**src/rtl/sonic_pkg.sv**
```systemverilog
// -----------------------------------------------------------------------------
// sonic_pkg
// Shared definitions for the ultrasonic ranging blocks (trigger generator and
// echo ranger).
//   DEF_TICKS_PER_CM : CLOCK_50 cycles per cm of range (58 us/cm at 50 MHz)
//   DEF_MAX_CM       : saturation / out-of-range distance in cm
//   DEF_DIST_W       : width of distance values (must hold DEF_MAX_CM)
//   DEF_ARM_TIMEOUT  : cycles allowed from trigger fall to echo rise (2 ms)
//   sonic_state_e    : echo ranger FSM state encoding
// -----------------------------------------------------------------------------
package sonic_pkg;

    localparam int DEF_TICKS_PER_CM = 2900;
    localparam int DEF_MAX_CM       = 400;
    localparam int DEF_DIST_W       = 9;
    localparam int DEF_ARM_TIMEOUT  = 100000;

    typedef enum logic [2:0] {
        ST_IDLE      = 3'd0,
        ST_ARM       = 3'd1,
        ST_WAIT_RISE = 3'd2,
        ST_MEASURE   = 3'd3,
        ST_WAIT_LOW  = 3'd4
    } sonic_state_e;

endpackage

```
**src/rtl/sonic_echo_sync.sv**
```systemverilog
// -----------------------------------------------------------------------------
// sonic_echo_sync
// Brings one asynchronous echo pin into the CLOCK_50 domain through a 2-FF
// synchronizer, plus a delay FF used for edge detection.
//   clk        in  : system clock
//   rst        in  : asynchronous active-high reset
//   echo_async in  : raw echo pin
//   echo_lvl   out : synchronized echo level
//   echo_rise  out : one-cycle pulse, synchronized echo went 0->1
//   echo_fall  out : one-cycle pulse, synchronized echo went 1->0
// -----------------------------------------------------------------------------
module sonic_echo_sync
    import sonic_pkg::*;
(
    input  logic clk,
    input  logic rst,
    input  logic echo_async,
    output logic echo_lvl,
    output logic echo_rise,
    output logic echo_fall
);

    logic sync1_q, sync1_d;
    logic sync2_q, sync2_d;
    logic dly_q,   dly_d;

    always_comb begin
        sync1_d = echo_async;
        sync2_d = sync1_q;
        dly_d   = sync2_q;
    end

    always_ff @(posedge clk or posedge rst) begin
        if (rst) begin
            sync1_q <= 1'b0;
            sync2_q <= 1'b0;
            dly_q   <= 1'b0;
        end else begin
            sync1_q <= sync1_d;
            sync2_q <= sync2_d;
            dly_q   <= dly_d;
        end
    end

    assign echo_lvl  = sync2_q;
    assign echo_rise = sync2_q & ~dly_q;
    assign echo_fall = ~sync2_q & dly_q;

endmodule

```
**src/rtl/sonic_echo_ranger.sv**
```systemverilog
// -----------------------------------------------------------------------------
// sonic_echo_ranger
// Consumes trigger pulses for two alternating ultrasonic sensors, measures the
// selected sensor's echo pulse width and reports it in truncated centimetres.
// One result is reported per accepted trigger; a missing echo or an echo that
// reaches MAX_CM is reported as a timeout with distance MAX_CM.
//   CLOCK_50     in  : 50 MHz system clock
//   reset        in  : asynchronous active-high reset
//   trig1/trig2  in  : sensor trigger pulses (synchronous, trig1 has priority)
//   echo1/echo2  in  : asynchronous echo pins
//   dist_cm      out : last measured distance
//   dist_sensor  out : 0 = sensor 1, 1 = sensor 2
//   dist_timeout out : result was a timeout / out of range
//   dist_valid   out : one-cycle strobe, result outputs updated this cycle
//   dist1_cm     out : last sensor-1 distance
//   dist2_cm     out : last sensor-2 distance
// TICKS_PER_CM must be at least 2.
// -----------------------------------------------------------------------------
module sonic_echo_ranger #(
    parameter int TICKS_PER_CM = sonic_pkg::DEF_TICKS_PER_CM,
    parameter int MAX_CM       = sonic_pkg::DEF_MAX_CM,
    parameter int DIST_W       = sonic_pkg::DEF_DIST_W,
    parameter int ARM_TIMEOUT  = sonic_pkg::DEF_ARM_TIMEOUT
) (
    input  logic              CLOCK_50,
    input  logic              reset,
    input  logic              trig1,
    input  logic              trig2,
    input  logic              echo1,
    input  logic              echo2,
    output logic [DIST_W-1:0] dist_cm,
    output logic              dist_sensor,
    output logic              dist_timeout,
    output logic              dist_valid,
    output logic [DIST_W-1:0] dist1_cm,
    output logic [DIST_W-1:0] dist2_cm
);

    import sonic_pkg::*;

    localparam int ARM_W  = $clog2(ARM_TIMEOUT + 1);
    localparam int TICK_W = $clog2(TICKS_PER_CM + 1);

    localparam logic [ARM_W-1:0]  ARM_LAST  = ARM_W'(ARM_TIMEOUT - 1);
    localparam logic [TICK_W-1:0] TICK_LAST = TICK_W'(TICKS_PER_CM - 1);
    localparam logic [DIST_W-1:0] CM_LAST   = DIST_W'(MAX_CM - 1);
    localparam logic [DIST_W-1:0] CM_MAX    = DIST_W'(MAX_CM);

    // Echo synchronizers
    logic e1_lvl, e1_rise, e1_fall;
    logic e2_lvl, e2_rise, e2_fall;

    sonic_echo_sync u_sync1 (
        .clk        (CLOCK_50),
        .rst        (reset),
        .echo_async (echo1),
        .echo_lvl   (e1_lvl),
        .echo_rise  (e1_rise),
        .echo_fall  (e1_fall)
    );

    sonic_echo_sync u_sync2 (
        .clk        (CLOCK_50),
        .rst        (reset),
        .echo_async (echo2),
        .echo_lvl   (e2_lvl),
        .echo_rise  (e2_rise),
        .echo_fall  (e2_fall)
    );

    // State and counters
    sonic_state_e      state_q, state_d;
    logic              sel_q, sel_d;
    logic [ARM_W-1:0]  arm_q, arm_d;
    logic [TICK_W-1:0] tick_q, tick_d;
    logic [DIST_W-1:0] cm_q, cm_d;

    // Registered outputs
    logic [DIST_W-1:0] out_cm_q, out_cm_d;
    logic              out_sensor_q, out_sensor_d;
    logic              out_timeout_q, out_timeout_d;
    logic              out_valid_q, out_valid_d;
    logic [DIST_W-1:0] hold1_q, hold1_d;
    logic [DIST_W-1:0] hold2_q, hold2_d;

    // Selected-sensor views
    logic trig_sel, echo_lvl_sel, echo_rise_sel, echo_fall_sel;

    // Result emission request from the FSM
    logic              emit_en;
    logic              emit_timeout;
    logic [DIST_W-1:0] emit_cm;

    always_comb begin
        trig_sel      = sel_q ? trig2   : trig1;
        echo_lvl_sel  = sel_q ? e2_lvl  : e1_lvl;
        echo_rise_sel = sel_q ? e2_rise : e1_rise;
        echo_fall_sel = sel_q ? e2_fall : e1_fall;
    end

    always_comb begin
        state_d       = state_q;
        sel_d         = sel_q;
        arm_d         = arm_q;
        tick_d        = tick_q;
        cm_d          = cm_q;
        emit_en       = 1'b0;
        emit_timeout  = 1'b0;
        emit_cm       = '0;

        case (state_q)
            ST_IDLE: begin
                if (trig1) begin
                    state_d = ST_ARM;
                    sel_d   = 1'b0;
                end else if (trig2) begin
                    state_d = ST_ARM;
                    sel_d   = 1'b1;
                end
            end

            ST_ARM: begin
                if (!trig_sel) begin
                    state_d = ST_WAIT_RISE;
                    arm_d   = '0;
                end
            end

            ST_WAIT_RISE: begin
                if (echo_rise_sel) begin
                    // The cycle that shows the rising edge already has the
                    // echo high, so it is the first counted tick.
                    state_d = ST_MEASURE;
                    tick_d  = TICK_W'(1);
                    cm_d    = '0;
                end else if (arm_q == ARM_LAST) begin
                    state_d      = ST_IDLE;
                    emit_en      = 1'b1;
                    emit_timeout = 1'b1;
                    emit_cm      = CM_MAX;
                end else begin
                    arm_d = arm_q + ARM_W'(1);
                end
            end

            ST_MEASURE: begin
                if (echo_fall_sel) begin
                    state_d = ST_IDLE;
                    emit_en = 1'b1;
                    emit_cm = cm_q;
                end else if (echo_lvl_sel) begin
                    if (tick_q == TICK_LAST) begin
                        tick_d = '0;
                        cm_d   = cm_q + DIST_W'(1);
                        if (cm_q == CM_LAST) begin
                            // Out of range: report now, then let the echo
                            // finish before accepting another trigger.
                            state_d      = ST_WAIT_LOW;
                            emit_en      = 1'b1;
                            emit_timeout = 1'b1;
                            emit_cm      = CM_MAX;
                        end
                    end else begin
                        tick_d = tick_q + TICK_W'(1);
                    end
                end
            end

            ST_WAIT_LOW: begin
                if (!echo_lvl_sel) begin
                    state_d = ST_IDLE;
                end
            end

            default: begin
                state_d = ST_IDLE;
            end
        endcase
    end

    always_comb begin
        out_cm_d      = out_cm_q;
        out_sensor_d  = out_sensor_q;
        out_timeout_d = out_timeout_q;
        out_valid_d   = 1'b0;
        hold1_d       = hold1_q;
        hold2_d       = hold2_q;
        if (emit_en) begin
            out_cm_d      = emit_cm;
            out_sensor_d  = sel_q;
            out_timeout_d = emit_timeout;
            out_valid_d   = 1'b1;
            if (sel_q) hold2_d = emit_cm;
            else       hold1_d = emit_cm;
        end
    end

    always_ff @(posedge CLOCK_50 or posedge reset) begin
        if (reset) begin
            state_q       <= ST_IDLE;
            sel_q         <= 1'b0;
            arm_q         <= '0;
            tick_q        <= '0;
            cm_q          <= '0;
            out_cm_q      <= '0;
            out_sensor_q  <= 1'b0;
            out_timeout_q <= 1'b0;
            out_valid_q   <= 1'b0;
            hold1_q       <= '0;
            hold2_q       <= '0;
        end else begin
            state_q       <= state_d;
            sel_q         <= sel_d;
            arm_q         <= arm_d;
            tick_q        <= tick_d;
            cm_q          <= cm_d;
            out_cm_q      <= out_cm_d;
            out_sensor_q  <= out_sensor_d;
            out_timeout_q <= out_timeout_d;
            out_valid_q   <= out_valid_d;
            hold1_q       <= hold1_d;
            hold2_q       <= hold2_d;
        end
    end

    assign dist_cm      = out_cm_q;
    assign dist_sensor  = out_sensor_q;
    assign dist_timeout = out_timeout_q;
    assign dist_valid   = out_valid_q;
    assign dist1_cm     = hold1_q;
    assign dist2_cm     = hold2_q;

endmodule

```
**config.mk**
```make
export PLATFORM = sky130hd
export DESIGN_NAME = sonic_echo_ranger
export DESIGN_NICKNAME = d
export VERILOG_FILES = /design/src/rtl/sonic_pkg.sv /design/src/rtl/sonic_echo_sync.sv /design/src/rtl/sonic_echo_ranger.sv
export SDC_FILE = /design/constraint.sdc
export NUM_CORES = 1
export LEC_CHECK = 0
export BUFFER_PORTS_ARGS = -buffer_cell sky130_fd_sc_hd__buf_2
export CORE_ASPECT_RATIO = 0.8
export CORE_UTILIZATION = 40
export DETAILED_ROUTE_END_ITERATION = 10
export REMOVE_ABC_BUFFERS = 1
export SLEW_MARGIN = 10
export SYNTH_ARGS = -nofsm -noshare
export SYNTH_HDL_FRONTEND = slang
export SYNTH_HIERARCHICAL = 1
export SYNTH_SLANG_ARGS = --single-unit
```
**constraint.sdc**
```tcl
create_clock -name CLOCK_50 -period 2.5 [get_ports CLOCK_50]
set_clock_uncertainty 0.05 [all_clocks]
set_input_delay 0.5 -clock CLOCK_50 [delete_from_list [all_inputs] [get_ports CLOCK_50]]
set_output_delay 0.5 -clock CLOCK_50 [all_outputs]
set_load 0.01 [all_outputs]
```
## After elaboration in Yosys (flattened, before gate mapping)

Index checks and enable logic that the tools add are counted.
W data, S select, Z words.

- Bitwise operators: 9
- Add/sub/neg operators: 3
- Muxes and demuxes: 48
- Reductions and logical operators: 11
- Equality and inequality tests: 20

Operator list:

| cell | number |
|---|---|
| $mux W9 | 10 |
| $mux W17 | 3 |
| $mux W12 | 4 |
| $pmux W9 S2 | 2 |
| $pmux W17 S2 | 1 |
| $mux W3 | 10 |
| $pmux W12 S2 | 1 |
| $add A17 B1 Y17 const B | 1 |
| $eq A17 B17 Y1 const B | 1 |
| $ne A2 B2 Y1 const B | 8 |
| $ne A3 B3 Y1 const B | 5 |
| $pmux W3 S5 | 1 |
| $mux W1 | 14 |
| $add A12 B1 Y12 const B | 1 |
| $eq A12 B12 Y1 const B | 1 |
| $add A9 B1 Y9 const B | 1 |
| $eq A9 B9 Y1 const B | 1 |
| $reduce_and A4 Y1 | 2 |
| $reduce_and A7 Y1 | 1 |
| $eq A3 B2 Y1 const B | 2 |
| $reduce_and A2 Y1 | 3 |
| $reduce_bool A2 Y1 | 3 |
| $not A1 Y1 | 5 |
| $reduce_and A5 Y1 | 1 |
| 5 further kinds | 9 |

- Output and inout bits: 30
- Register bits after elaboration: 78
- Word-level logic and storage cells: 108

## Longest topological paths before layout

- Depth in word-level cells: 7
- Mapped depth: 9
- Mapped depth without buffers: 7

## Hierarchy

Netlist, hierarchy kept.

Modules (own cells, without submodules):

| module | times used | seq. area each (µm²) | cells an instance | area each (µm²) |
|---|---|---|---|---|
| sonic_echo_ranger | 1 | 1801.7 | 403 | 3729.8 |
| sonic_echo_sync | 2 | 75.1 | 6 | 93.8 |

## Least setup slack after synthesis

No wires, ideal clock.

- Kind: reg-to-reg
- Start: reg arm_q[6]
- End: reg out_sensor_q, in the netlist dist_sensor
- Setup time: 0.125 ns
- Cell stages (with the launch flop): 8
- Arrival: 2.238 ns
- Path buffers: 2
- Period minus slack after synthesis: 2.413 ns
- Setup slack: 0.087 ns
- Cell sequence: dfrtp_1 > or4b_1 > or4_1 > buf_6 > o22ai_4 > nor2_2 > buf_6 > mux2_4

- Word-level cells in the longest chain between the ends: 4

Ends and longest elaborated chain:

| element | line | RTL |
|---|---|---|
| start: declaration | sonic_echo_ranger.sv:74 | `logic [ARM_W-1:0] arm_q, arm_d;` |
| start signal: assignment | sonic_echo_ranger.sv:214 | `arm_q <= arm_d;` |
| $eq A17 B17 Y1 | sonic_echo_ranger.sv:136 | `end else if (arm_q == ARM_LAST) begin` |
| $mux W1 | sonic_echo_ranger.sv:136 |  |
| $mux W1 | sonic_echo_ranger.sv:130 | `if (echo_rise_sel) begin` |
| $pmux W1 S2 | sonic_echo_ranger.sv:111 | `case (state_q)` |
| end signal: assignment | sonic_echo_ranger.sv:218 | `out_sensor_q <= out_sensor_d;` |
| end: declaration | sonic_echo_ranger.sv:80 | `logic out_sensor_q, out_sensor_d;` |

Every way passes these cells.
A chain may end at the register's enable or synchronous reset.

## Final worst setup path

- Start: reg arm_q[6]
- End: reg hold1_q[5], in the netlist dist1_cm[5]

- Word-level cells in the longest chain between the ends: 5

Ends and longest elaborated chain:

| element | line | RTL |
|---|---|---|
| $eq A17 B17 Y1 | sonic_echo_ranger.sv:136 |  |
| $mux W1 | sonic_echo_ranger.sv:136 |  |
| $mux W1 | sonic_echo_ranger.sv:130 |  |
| $pmux W1 S2 | sonic_echo_ranger.sv:111 |  |
| $reduce_and A2 Y1 (no source line) | n/a |  |
| end signal: assignment | sonic_echo_ranger.sv:221 | `hold1_q <= hold1_d;` |
| end: declaration | sonic_echo_ranger.sv:83 | `logic [DIST_W-1:0] hold1_q, hold1_d;` |

Every way passes these cells.

==> metrics <==
multiplexer share of the synthesized area=approximately 4.3%; I/O pins=36; Worst R2R End=dist1_cm[5]; maximum number of pins on one net before global-route repair=42; top cells by area, synth=dfrtp_1 (50%), o21ai_0 (5.9%), a21oi_1 (3.6%); DRT iter0 DRCs=about 170; crit path DAT=2.53 ns; WP data required=about 2.7 ns; final-report max-slew violation count=0; max-capacitance violation count=0; parity-gate share of the synthesized area counting xor and xnor cells=1.12%; area enclosed by the die boundary=just over 10000 sq um; worst-skew pair later-pin latency=between 0.3 and 0.4 ns; Worst Path Max Fanout=6; Fin Hold WS=0.217 ns; Site Rows=31; Unique masters post-synth=between 50 and 60; achievable frequency=~0.43 GHz; critical path class=flip-flop to flip-flop; total count of hold-check failures in the final report=0; area added between synthesis and finish=20.3%; cell with the largest stage delay on the worst path=or4_4; Port Buffers=35; total of flip-flops plus latches after synthesis=78; crit path cell chain=or4b_1 -> or4_4 -> o22ai_4 -> nor2_2 -> buf_4 -> a21o_1; area post-placement=4400 sq um; count of yosys warnings during synthesis=6; floorplan die height=90.5 um; Worst Min Path Start=echo2; part of the Yosys area used for sequential elements=49.8%; remaining antenna violation count after routing=0; final instance area=4710 sq um; clock transition at the registers of the reported paths=about 0.060 ns; final antenna diode count=0; Avg Vias per Cell=5.57; R2R depth=6; antenna violations before repair=0; total power after layout=approximately 4.3 mW; Worst Setup End Kind=flip-flop; Synth Area in Simple Gates=20.2%; total half-perimeter wirelength after legalization and detailed placement=between 6000 and 7000 um; CTS H-tree lvls=3; remaining max-slew budget at the tightest pin=approximately two fifths; maximum vdd ir drop=between 300 and 400 uV; Static Leak=about 2.1 nW; global routing usage summed across all routing layers=18.8%; combinational family with the most area after synthesis=simple AND/OR/NAND/NOR gates; RSZ-0062 raised after global routing=no; most area-hungry cell type in the Yosys netlist=dfrtp_1; number of fill cells in the layout=approximately 900; Avg WL per Cell=between 10 and 15 um; adder-cell share of the synthesized area=0.958%; Tightest Hold Check Type=input pin to flip-flop; Worst Hold End=u_sync2/sync1_q; clock tree from TritonCTS=done; synthesized area divided by synthesized cell count=approximately 9.4 sq um; slew of the pin with the lowest slew margin=0.882 ns; number of cells on the worst hold path=1; outcome=completed; number of enable flip-flop cells after synthesis=0; effective utilization at floorplan=~42%; netlist area before placement=3920 sq um; share of the clock period used by the worst path=93.8%; cell count after synthesis=between 400 and 500; setup slack on the worst flop-to-flop path=between 0.15 and 0.2 ns; proportion of netlist area held by the largest area contributor=about half; die boundary width=between 100 and 150 um; count of endpoints failing setup in the final report=0; length of the first detailed-routing pass in iterations=4; clock root cell=clkbuf_16; via count of the first global-routing pass=roughly 3100; startpoint of the worst-slack reg-to-reg timing path=arm_q[6]; Routed Wire Length=between 8000 and 9000 um; Power Density=about 900 nW/um^2; compound-gate portion of the synthesized area=a little under a fifth; fraction of final layout cells sized beyond drive strength 1=between 20% and 30%; Num CTS Buffers=9; number of sinks on the clock net=around 80; most common cell after layout, fill and taps aside=dfrtp_1; Fin Setup TNS=0 ns; largest incremental delay on the critical path=approximately 0.58 ns; Primary FF master, synth=dfrtp_1; Tmin final=around 2.3 ns; Core Box Area=roughly 9000 sq um; most used cells in the layout excluding fill and tap cells=dfrtp_1 (78), o21ai_0 (46), buf_2 (35); Remaining Overflow, GRT=0; clk buf depth=2; # DRC=0; routability-driven placement congestion ratio=between 0.8 and 0.9; total number of vias=3315; first-pass GRT wire length=roughly 15000 um; number of nets in the layout=slightly below 500; type of element launching the critical path=flip-flop; share of synthesized flip-flops with an asynchronous set or reset=100%
## critical path, delay by kind of cell (launching register included)
family                 cells  cell delay (ns)
AO/OA/AOI/OAI              2             0.40
buffers and inverters      1             0.17
flip-flops                 1             0.37
AND/OR/NAND/NOR            3             1.25
## power breakdown
part | switching (mW) | internal, mW | total, mW
clock network | 0.522 | 0.778 | 1.30
logic | 0.733 | 0.591 | 1.32
registers | 0.198 | 1.44 | 1.64
## final cells by class
cell class	instances	area [sq um]	share of cell area, %
clock inverters	6	70.1	1.49
clock buffers	10	229	4.86
inverters	31	119	2.52
flip-flops and latches	78	1950	41.4
well taps	115	144	3.05
repair buffers	68	438	9.29
multi-input cells	287	1760	37.4
## flip-flops by register name, indices dropped and copies added (netlist names), 3 cells and up
signal    count
dist1_cm      9
tick_q       12
arm_q        17
cm_q          9
dist_cm       9
state_q       3
dist2_cm      9
## per-stage QoR
stage          instances  setup slack, ns  utilization, %
2_1_floorplan        396           -0.521               -
3_3_place_gp         578           0.0844            47.4
3_5_place_dp         578           0.0492            47.4
4_1_cts              595           0.0423            50.8
5_1_grt              595          0.00943            50.8
6_report             595            0.154            50.8
## how the worst max path moves through the flow
stage,from,endpoint,slack (ns),cells past startpoint
3_5_place_dp,arm_q[6],dist1_cm[4],0.05,6
6_report,arm_q[6],dist1_cm[5],0.15,6
3_3_place_gp,arm_q[6],dist1_cm[8],0.08,6
5_1_grt,tick_q[0],cm_q[7],0.009,6
2_1_floorplan,tick_q[0],cm_q[7],-0.52,6
4_1_cts,arm_q[6],dist1_cm[7],0.04,6
## timing repair
item / CTS / global route
hold buffers: 1 / 0
gates resized for setup: 0 / 2
setup endpoints to repair: 0 / 7
hold endpoints to repair: 6 / 0
buffers inserted: 0 / 0
## per-layer routing
metal  share of wire, %  track usage, %
met1                 51            26.8
met2                 45            28.3
met3                3.3            4.36
met4               0.92            5.67
met5                  0               0
## synth_stat cells, types with 2 or more instances
cell type and instances:
dfrtp_1 78, o41ai_1 3, a31oi_1 2, mux2i_1 4, buf_2 4, nand2b_1 8, xor2_1 3, a21o_1 7
o21ai_0 46, or3_1 18, a21oi_1 28, xnor2_1 2, nor3_1 13, clkbuf_1 12, buf_6 2, and2b_2 2
o311ai_0 2, mux2_2 10, nand4_1 16, nand3b_1 3, inv_1 30, ha_1 3, o31ai_1 7, nand2_1 34
nor2b_1 4, nand3_1 14, o221a_2 3, or4_1 5, o211ai_1 4, o22ai_1 4, nor2_1 23
## logic make-up after synthesis
family	after synthesis
XOR/XNOR	5
adder cells (fa/ha/maj)	3
flip-flops	78
AO/OA/AOI/OAI	115
AND/OR/NAND/NOR	149
multiplexers	15
buffers and inverters	50
(Power assumes the default switching activity.)
